### src/rtl/alu_result_writeback.sv
// ---------------------------------------------------------------------------
// alu_result_writeback
//
// Consumer end of the ALU result path. It captures the 2*DATA_W-bit ALU
// result together with its opcode and destination index, then routes it to
// the GPR file (ready handshake), the HI/LO pair (mul/div), the PC (branch)
// or the MAR (load/store effective address). mfhi/mflo are serviced from the
// internal HI/LO registers.
//
// Ports:
//   clk       in   system clock, rising edge
//   clr       in   asynchronous active-high reset
//   z_valid   in   result strobe, sampled only in IDLE
//   opcode    in   5-bit ALU opcode
//   z         in   2*DATA_W ALU result
//   dest      in   REG_AW destination GPR index
//   wb_ready  in   register file accepts the write this cycle
//   rf_we     out  GPR write request
//   rf_waddr  out  GPR write index
//   wb_data   out  shared write data (GPR/PC/MAR)
//   pc_we     out  PC load strobe
//   mar_we    out  MAR load strobe
//   hi_out    out  HI register
//   lo_out    out  LO register
//   busy      out  high in every state except IDLE
//   done      out  one-cycle completion pulse
//
// Handshake: the GPR write is a request/ready pair. rf_we is held together
// with stable rf_waddr/wb_data until a cycle where wb_ready=1; the write
// transfers on that rising edge. PC/MAR strobes are single-cycle and have no
// handshake.
//
// Optional feature (macro R0_LOCK_EN): when defined, GPR-class ops with
// dest=0 skip the register-file write and complete without waiting for
// wb_ready. When undefined, r0 is written like any other GPR.
// ---------------------------------------------------------------------------
module alu_result_writeback #(
  parameter int DATA_W = 32,
  parameter int REG_AW = 4
) (
  input  logic                clk,
  input  logic                clr,
  input  logic                z_valid,
  input  logic [4:0]          opcode,
  input  logic [2*DATA_W-1:0] z,
  input  logic [REG_AW-1:0]   dest,
  input  logic                wb_ready,
  output logic                rf_we,
  output logic [REG_AW-1:0]   rf_waddr,
  output logic [DATA_W-1:0]   wb_data,
  output logic                pc_we,
  output logic                mar_we,
  output logic [DATA_W-1:0]   hi_out,
  output logic [DATA_W-1:0]   lo_out,
  output logic                busy,
  output logic                done
);

  localparam logic [4:0] OP_LOAD   = 5'b00000;
  localparam logic [4:0] OP_LOADI  = 5'b00001;
  localparam logic [4:0] OP_STORE  = 5'b00010;
  localparam logic [4:0] OP_ADD    = 5'b00011;
  localparam logic [4:0] OP_ORI    = 5'b01110;
  localparam logic [4:0] OP_MUL    = 5'b01111;
  localparam logic [4:0] OP_DIV    = 5'b10000;
  localparam logic [4:0] OP_NEG    = 5'b10001;
  localparam logic [4:0] OP_NOT    = 5'b10010;
  localparam logic [4:0] OP_BRANCH = 5'b10011;
  localparam logic [4:0] OP_MFHI   = 5'b11000;
  localparam logic [4:0] OP_MFLO   = 5'b11001;

  typedef enum logic [2:0] {
    S_IDLE,
    S_WRITE,
    S_WR_LO,
    S_WR_HI,
    S_DONE
  } state_t;

  typedef enum logic [2:0] {
    C_NONE,    // nop/halt/out/jr/jal/in and undefined codes
    C_GPR,
    C_MEM,
    C_BR,
    C_MULDIV
  } cls_t;

  function automatic cls_t classify(input logic [4:0] op);
    cls_t c;
    c = C_NONE;
    if (op == OP_LOAD || op == OP_STORE)            c = C_MEM;
    else if (op == OP_BRANCH)                       c = C_BR;
    else if (op == OP_MUL || op == OP_DIV)          c = C_MULDIV;
    else if (op == OP_LOADI ||
             (op >= OP_ADD && op <= OP_ORI) ||
             op == OP_NEG || op == OP_NOT ||
             op == OP_MFHI || op == OP_MFLO)        c = C_GPR;
    return c;
  endfunction

  state_t              state_q, state_d;
  logic [2*DATA_W-1:0] z_q, z_d;
  logic [4:0]          opcode_q, opcode_d;
  logic [REG_AW-1:0]   dest_q, dest_d;
  logic [DATA_W-1:0]   hi_q, hi_d;
  logic [DATA_W-1:0]   lo_q, lo_d;

  cls_t cls_in;
  cls_t cls_q;
  logic r0_skip;

  assign cls_in = classify(opcode);
  assign cls_q  = classify(opcode_q);

`ifdef R0_LOCK_EN
  assign r0_skip = (cls_q == C_GPR) && (dest_q == '0);
`else
  assign r0_skip = 1'b0;
`endif

  // Next-state and datapath register updates.
  always_comb begin
    state_d  = state_q;
    z_d      = z_q;
    opcode_d = opcode_q;
    dest_d   = dest_q;
    hi_d     = hi_q;
    lo_d     = lo_q;
    case (state_q)
      S_IDLE: begin
        if (z_valid) begin
          z_d      = z;
          opcode_d = opcode;
          dest_d   = dest;
          case (cls_in)
            C_MULDIV: state_d = S_WR_LO;
            C_NONE:   state_d = S_DONE;
            default:  state_d = S_WRITE;
          endcase
        end
      end
      S_WRITE: begin
        // GPR writes wait for the handshake; PC/MAR strobes last one cycle.
        if (cls_q != C_GPR || r0_skip || wb_ready) state_d = S_DONE;
      end
      S_WR_LO: begin
        lo_d    = z_q[DATA_W-1:0];
        state_d = S_WR_HI;
      end
      S_WR_HI: begin
        hi_d    = z_q[2*DATA_W-1:DATA_W];
        state_d = S_DONE;
      end
      S_DONE:  state_d = S_IDLE;
      default: state_d = S_IDLE;
    endcase
  end

  always_ff @(posedge clk or posedge clr) begin
    if (clr) begin
      state_q  <= S_IDLE;
      z_q      <= '0;
      opcode_q <= '0;
      dest_q   <= '0;
      hi_q     <= '0;
      lo_q     <= '0;
    end else begin
      state_q  <= state_d;
      z_q      <= z_d;
      opcode_q <= opcode_d;
      dest_q   <= dest_d;
      hi_q     <= hi_d;
      lo_q     <= lo_d;
    end
  end

  // Moore output decode: functions of state and latched fields only, so a
  // reset drops every strobe in the same instant the state returns to IDLE.
  always_comb begin
    rf_we    = 1'b0;
    pc_we    = 1'b0;
    mar_we   = 1'b0;
    rf_waddr = '0;
    wb_data  = '0;
    if (state_q == S_WRITE) begin
      rf_waddr = dest_q;
      if (opcode_q == OP_MFHI)      wb_data = hi_q;
      else if (opcode_q == OP_MFLO) wb_data = lo_q;
      else                          wb_data = z_q[DATA_W-1:0];
      rf_we  = (cls_q == C_GPR) && !r0_skip;
      pc_we  = (cls_q == C_BR);
      mar_we = (cls_q == C_MEM);
    end
  end

  assign busy   = (state_q != S_IDLE);
  assign done   = (state_q == S_DONE);
  assign hi_out = hi_q;
  assign lo_out = lo_q;

endmodule

### config.mk
export PLATFORM = sky130hd
export DESIGN_NAME = alu_result_writeback
export DESIGN_NICKNAME = d
export VERILOG_FILES = /design/src/rtl/alu_result_writeback.sv
export SDC_FILE = /design/constraint.sdc
export NUM_CORES = 1
export LEC_CHECK = 0
export BUFFER_PORTS_ARGS = -buffer_cell sky130_fd_sc_hd__buf_2
export CAP_MARGIN = 30
export CORE_ASPECT_RATIO = 0.75
export CORE_MARGIN = 2
export CORE_UTILIZATION = 52
export CTS_CLUSTER_SIZE = 40
export DETAILED_ROUTE_END_ITERATION = 10
export GPL_TIMING_DRIVEN = 0
export PLACE_DENSITY = 0.83
export SYNTH_ARGS = -nofsm -noshare
export SYNTH_HDL_FRONTEND = slang
export SYNTH_SLANG_ARGS = --single-unit
### constraint.sdc
create_clock -name clk -period 4.9 [get_ports clk]
set_clock_uncertainty 0.15 [all_clocks]
set_input_delay 0.245 -clock clk [delete_from_list [all_inputs] [get_ports clk]]
set_output_delay 0.245 -clock clk [all_outputs]
set_load 0.02 [all_outputs]
# Word-level counts from Yosys, hierarchy flattened
# Cells that the tools add are included.
[word_totals] register_bits=140 in_bits=77 output_inout_bits=105 word_cells=82
[classes] order_cmp=4 n_eq_ne=29 muxes=19 reduce_logical=24
[op_table] operator="$mux 32" n=3
[op_table] operator="$eq 5x5->1 const B" n=12
[op_table] operator="$mux 3" n=8
[op_table] operator="$logic_or 1x1->1" n=15
[op_table] operator="$eq 3x2->1 const B" n=4
[op_table] operator="$pmux 3 s4" n=1
[op_table] operator="$eq 5x1->1 const B" n=2
[op_table] operator="$eq 5x2->1 const B" n=2
[op_table] operator="$eq 5x4->1 const B" n=2
[op_table] operator="$ge 5x2->1 const B" n=2
[op_table] operator="$le 5x4->1 const B" n=2
[op_table] operator="$logic_not 5->1" n=2
[op_table] operator="$eq 3x1->1 const B" n=2
[op_table] operator="$eq 3x3->1 const B" n=2
[op_table] operator="$logic_not 3->1" n=2
[op_table] operator="$pmux 3 s2" n=1
[op_table] operator="$mux 1" n=5
[op_table] operator="$mux 4" n=1
[op_table] operator="$ne 2x2->1 const B" n=2
[op_table] operator="$reduce_and 2->1" n=2
[op_table] operator="$ne 3x1->1 const B" n=1
[op_table] operator="$reduce_bool 3->1" n=1
[op_table] operator="$logic_and 1x1->1" n=2

# Depth between registers and ports, before layout
[depth] ltp_word=15 ltp_mapped=5 mapped_depth_nobuf=4

# Worst setup path before layout
# No wires, ideal clock.
[synth_path] path_kind="reg-to-output" startpoint="register state_q[1]" endpoint="output port mar_we" arrival_ps=1717 slack_ps=2788 stages_incl_launch_ff=5 cell_sequence="dfrtp_1 buf_4 or3b_1 buf_2 nor4_1"
[synth_between] elab_chain_len=2
[synth_lines] element="from (decl)" line="101" rtl="state_t state_q, state_d;"
[synth_lines] element="from (signal assigned)" line="168" rtl="state_q <= state_d;"
[synth_lines] element="$eq 3x1->1" line="185" rtl="if (state_q == S_WRITE) begin"
[synth_lines] element="$mux 1" line="185"
[synth_lines] element="to (decl)" line="52" rtl="output logic mar_we,"
# Every way passes these cells.

# Final worst setup path
[layout_path] startpoint="register opcode_q[1]" endpoint="output port wb_data[26]"
[layout_between] elab_chain_len=4 elab_cells_between_ends=5 classes_between="2 x eq/ne; 3 x mux"
[layout_lines] element="from (decl)" line="103" rtl="logic [4:0] opcode_q, opcode_d;"
[layout_lines] element="from (signal assigned)" line="170" rtl="opcode_q <= opcode_d;"
[layout_lines] element="$eq 5x5->1" line="188" rtl="else if (opcode_q == OP_MFLO) wb_data = lo_q;"
[layout_lines] element="$mux 32" line="188"
[layout_lines] element="$mux 32 *" line="187" rtl="if (opcode_q == OP_MFHI) wb_data = hi_q;"
[layout_lines] element="$mux 32 *" line="185"
[layout_lines] element="to (decl)" line="50" rtl="output logic [DATA_W-1:0] wb_data,"
# Mark *: on every way between the ends. The rest lies on a longest branch, timed or not.

==> flow_summary_export.csv <==
group,metric,value,unit
synth,synth-seq-cells,140,
timing,rsz0062_at_grt,"false",
finish,n_fill_cell,771,
finish,layout.nets,796,
drt,num_vias,4709,
place,port_buffers,181,
grt,grt_pass1_vias,5150,
clocking,cts_tree,"built",
setup_path,r2r_cells,5,
grt,grt_max_degree,76,
clocking,htree_levels,4,
synth,yosys_most_used_dff,"dfrtp_1",
finish,final_cell_mix,"199 x buf_2, 140 x dfrtp_1, 75 x dlygate4sd3_1, 70 x mux2_1, 67 x mux2_2",
die,dieArea,13100,sq um
drt,vias_per_cell,5.27,
finish,drive_above_1_share,0.466,
drt,ant_nets,0,
clocking,cts_resized,0,
timing,holdWs,0.0536,ns
clocking,clock_sinks,140,
finish,syn_to_final_growth,39.5,%
drt,drtIter0Drc,165,
synth,syn_inst,443,
clocking,clk_pin_slew_worst_paths,0.06,ns
clocking,numCtsBuffers,17,
worst_hold_path,min_path_cells,5,
setup_path,critPathBufInv,3,
timing,period_minus_slack,2.57,ns
setup_path,critPathKind,"reg -> out",
clocking,post-cts-setup-buffers,0,
die,io_pins,182,
timing,slew-limit-headroom,0.546,
setup_path,cp.depth,6,
setup_path,crit_chain,"and4bb_1 -> buf_2 -> buf_2 -> nor2_1 -> a211oi_2 -> buf_2",
pwr,peakVddDrop,0.407,mV
synth,synth_edf_count,0,
drt,drtPass1Iterations,4,
place,gp_congestion,0.820,
timing,tightestPinTransition,0.681,ns
drt,wl_per_cell,18.8,um
pwr,p_total,5.58,mW
finish,antenna_cells,0,
setup_path,crit_path_frequent_cell,"buf_2",
die,die_y,99.7,um
timing,finalHoldViolations,0,
die,core_area,11700,sq um
timing,finalMaxSlewViolations,0,
clocking,insertion_delay,0.41,ns
run,drv_cap,0,
drt,drc,0,
die,fp.dieW,132,um
synth,netlist_area,6350,sq um
place,place_inst,787,
setup_path,critical_path_arrival,2.18,ns
setup_path,cp.required,4.51,ns
place,dpl.hpwl,11.0,mm
setup_path,start_kind,"flip-flop",
setup_path,crit_slowest_cell,"dfrtp_1",
timing,fmax,0.388,GHz
grt,antenna_found_initial,0,
clocking,cts_buffer_depth,2,
synth,avgSynthCellArea,14.3,sq um
run_status,status,"complete, no violations",
timing,finalSetupViolations,0,
worst_hold_path,hp-class,"in -> reg",
synth,synth-async-reset-ratio,1.00,
pwr,leakagePower,4.33,nW
grt,overflow,0,
pwr,power_density,630,nW/um^2
setup_path,end_kind,"output port",
synth,yosysSeqAreaShare,0.552,
synth,synthesis.nets,520,
timing,tns,0,ns
synth,synth_cell_types,32,
drt,detail_route.wirelength,16.8,mm
grt,grt_pass1_wl,27.2,mm
die,start_util,0.541,
finish,stdcell_count,894,
setup_path,cpLargestDelayFamily,"buffers and inverters",
finish,final_common_cell,"buf_2",
clocking,postCtsHoldBufs,75,
setup_path,cpPeakStageDelay,0.42,ns
timing,min_period_over_period,0.525,
clocking,clock-root-buffer,"clkbuf_16",
die,fp-row-count,34,
synth,ys.warnings.count,0,
grt,grt_usage,0.269,
setup_path,cp_max_fo,10,
-- kinds of logic after synthesis --
logic type / share of synthesized area
buf+inv: 0.0343
compound gates: 0.0701
mux: 0.293
flops: 0.552
simple gates: 0.0504
-- routing by layer --
metal	routed length (um)	track usage	share of wire	vias to the layer above
met5	0	0	0	-
met4	201	0.0953	0.012	0
met3	833	0.0637	0.049	19
met2	8260	0.443	0.49	166
met1	7540	0.354	0.45	2372
li1	-	-	-	2152
-- metrics by stage --
stage               setup WS (ns)  utilization  cell area [sq um]
global route                 2.21        0.755               8860
CTS                          2.31        0.755               8860
floorplan                   0.752            -               6350
finish                       2.33        0.755               8860
detailed placement           2.76        0.638               7490
global placement           -0.561        0.635               7460
-- synth_stat cells, types with 2 or more instances --
cell / n / share of area
buf_6: 10 / 0.018
nor3_1: 6 / 0.0047
and2_1: 5 / 0.0049
a211oi_2: 30 / 0.059
inv_1: 2 / 0.0012
nor2b_1: 2 / 0.0020
mux2_1: 70 / 0.12
buf_2: 18 / 0.014
mux2i_1: 32 / 0.050
a211oi_1: 2 / 0.0024
nor2_1: 35 / 0.021
mux2_2: 67 / 0.12
nand2_1: 4 / 0.0024
nand3b_1: 2 / 0.0024
a31oi_1: 2 / 0.0020
dfrtp_1: 140 / 0.55
-- worst reg2reg max path: stages (launching register included) --
cell and delay (ns):
dfrtp_1 0.43, nor2_1 0.18, nand2_1 0.18, nor2_8 0.26, buf_6 0.22, mux2_1 0.35
-- sequential cells by signal, summed over array words and instances (netlist names) --
name	cells
hi_out	32
state_q	3
opcode_q	5
z_q	64
lo_out	32
dest_q	4
-- worst paths after layout --
| check | slack, ns | endpoint | start |
|---|---|---|---|
| max | 2.33 | wb_data[26] | opcode_q[1] |
| min | 0.05 | state_q[2] | z_valid |
| max reg2reg | 3.00 | z_q[60] | state_q[0] |
| min reg2reg | 0.33 | z_q[39] | z_q[39] |
| max in group asynchronous | 3.49 | lo_out[2] | clr |
| min in group asynchronous | 0.35 | z_q[53] | clr |
-- final cells by class --
cell class                      instances  area, sq um  area share
Timing Repair Buffer                  257         1680       0.190
Sequential cell                       140         3500       0.395
Buffer                                 29          210      0.0237
Clock inverter                         11          168      0.0189
Multi-Input combinational cell        272         2630       0.297
Tap cell                              162          203      0.0229
Clock buffer                           21          450      0.0508
Inverter                                2         12.5     0.00141
-- where the power goes --
part           internal, mW  switching (mW)  leakage, nW  total [mW]
registers              1.66           0.361         1.73        2.02
logic                 0.964            1.26         2.30        2.22
clock network         0.864           0.477        0.297        1.34
total                  3.49            2.09         4.33        5.58
No activity file was read; power rests on OpenSTA's default activity.
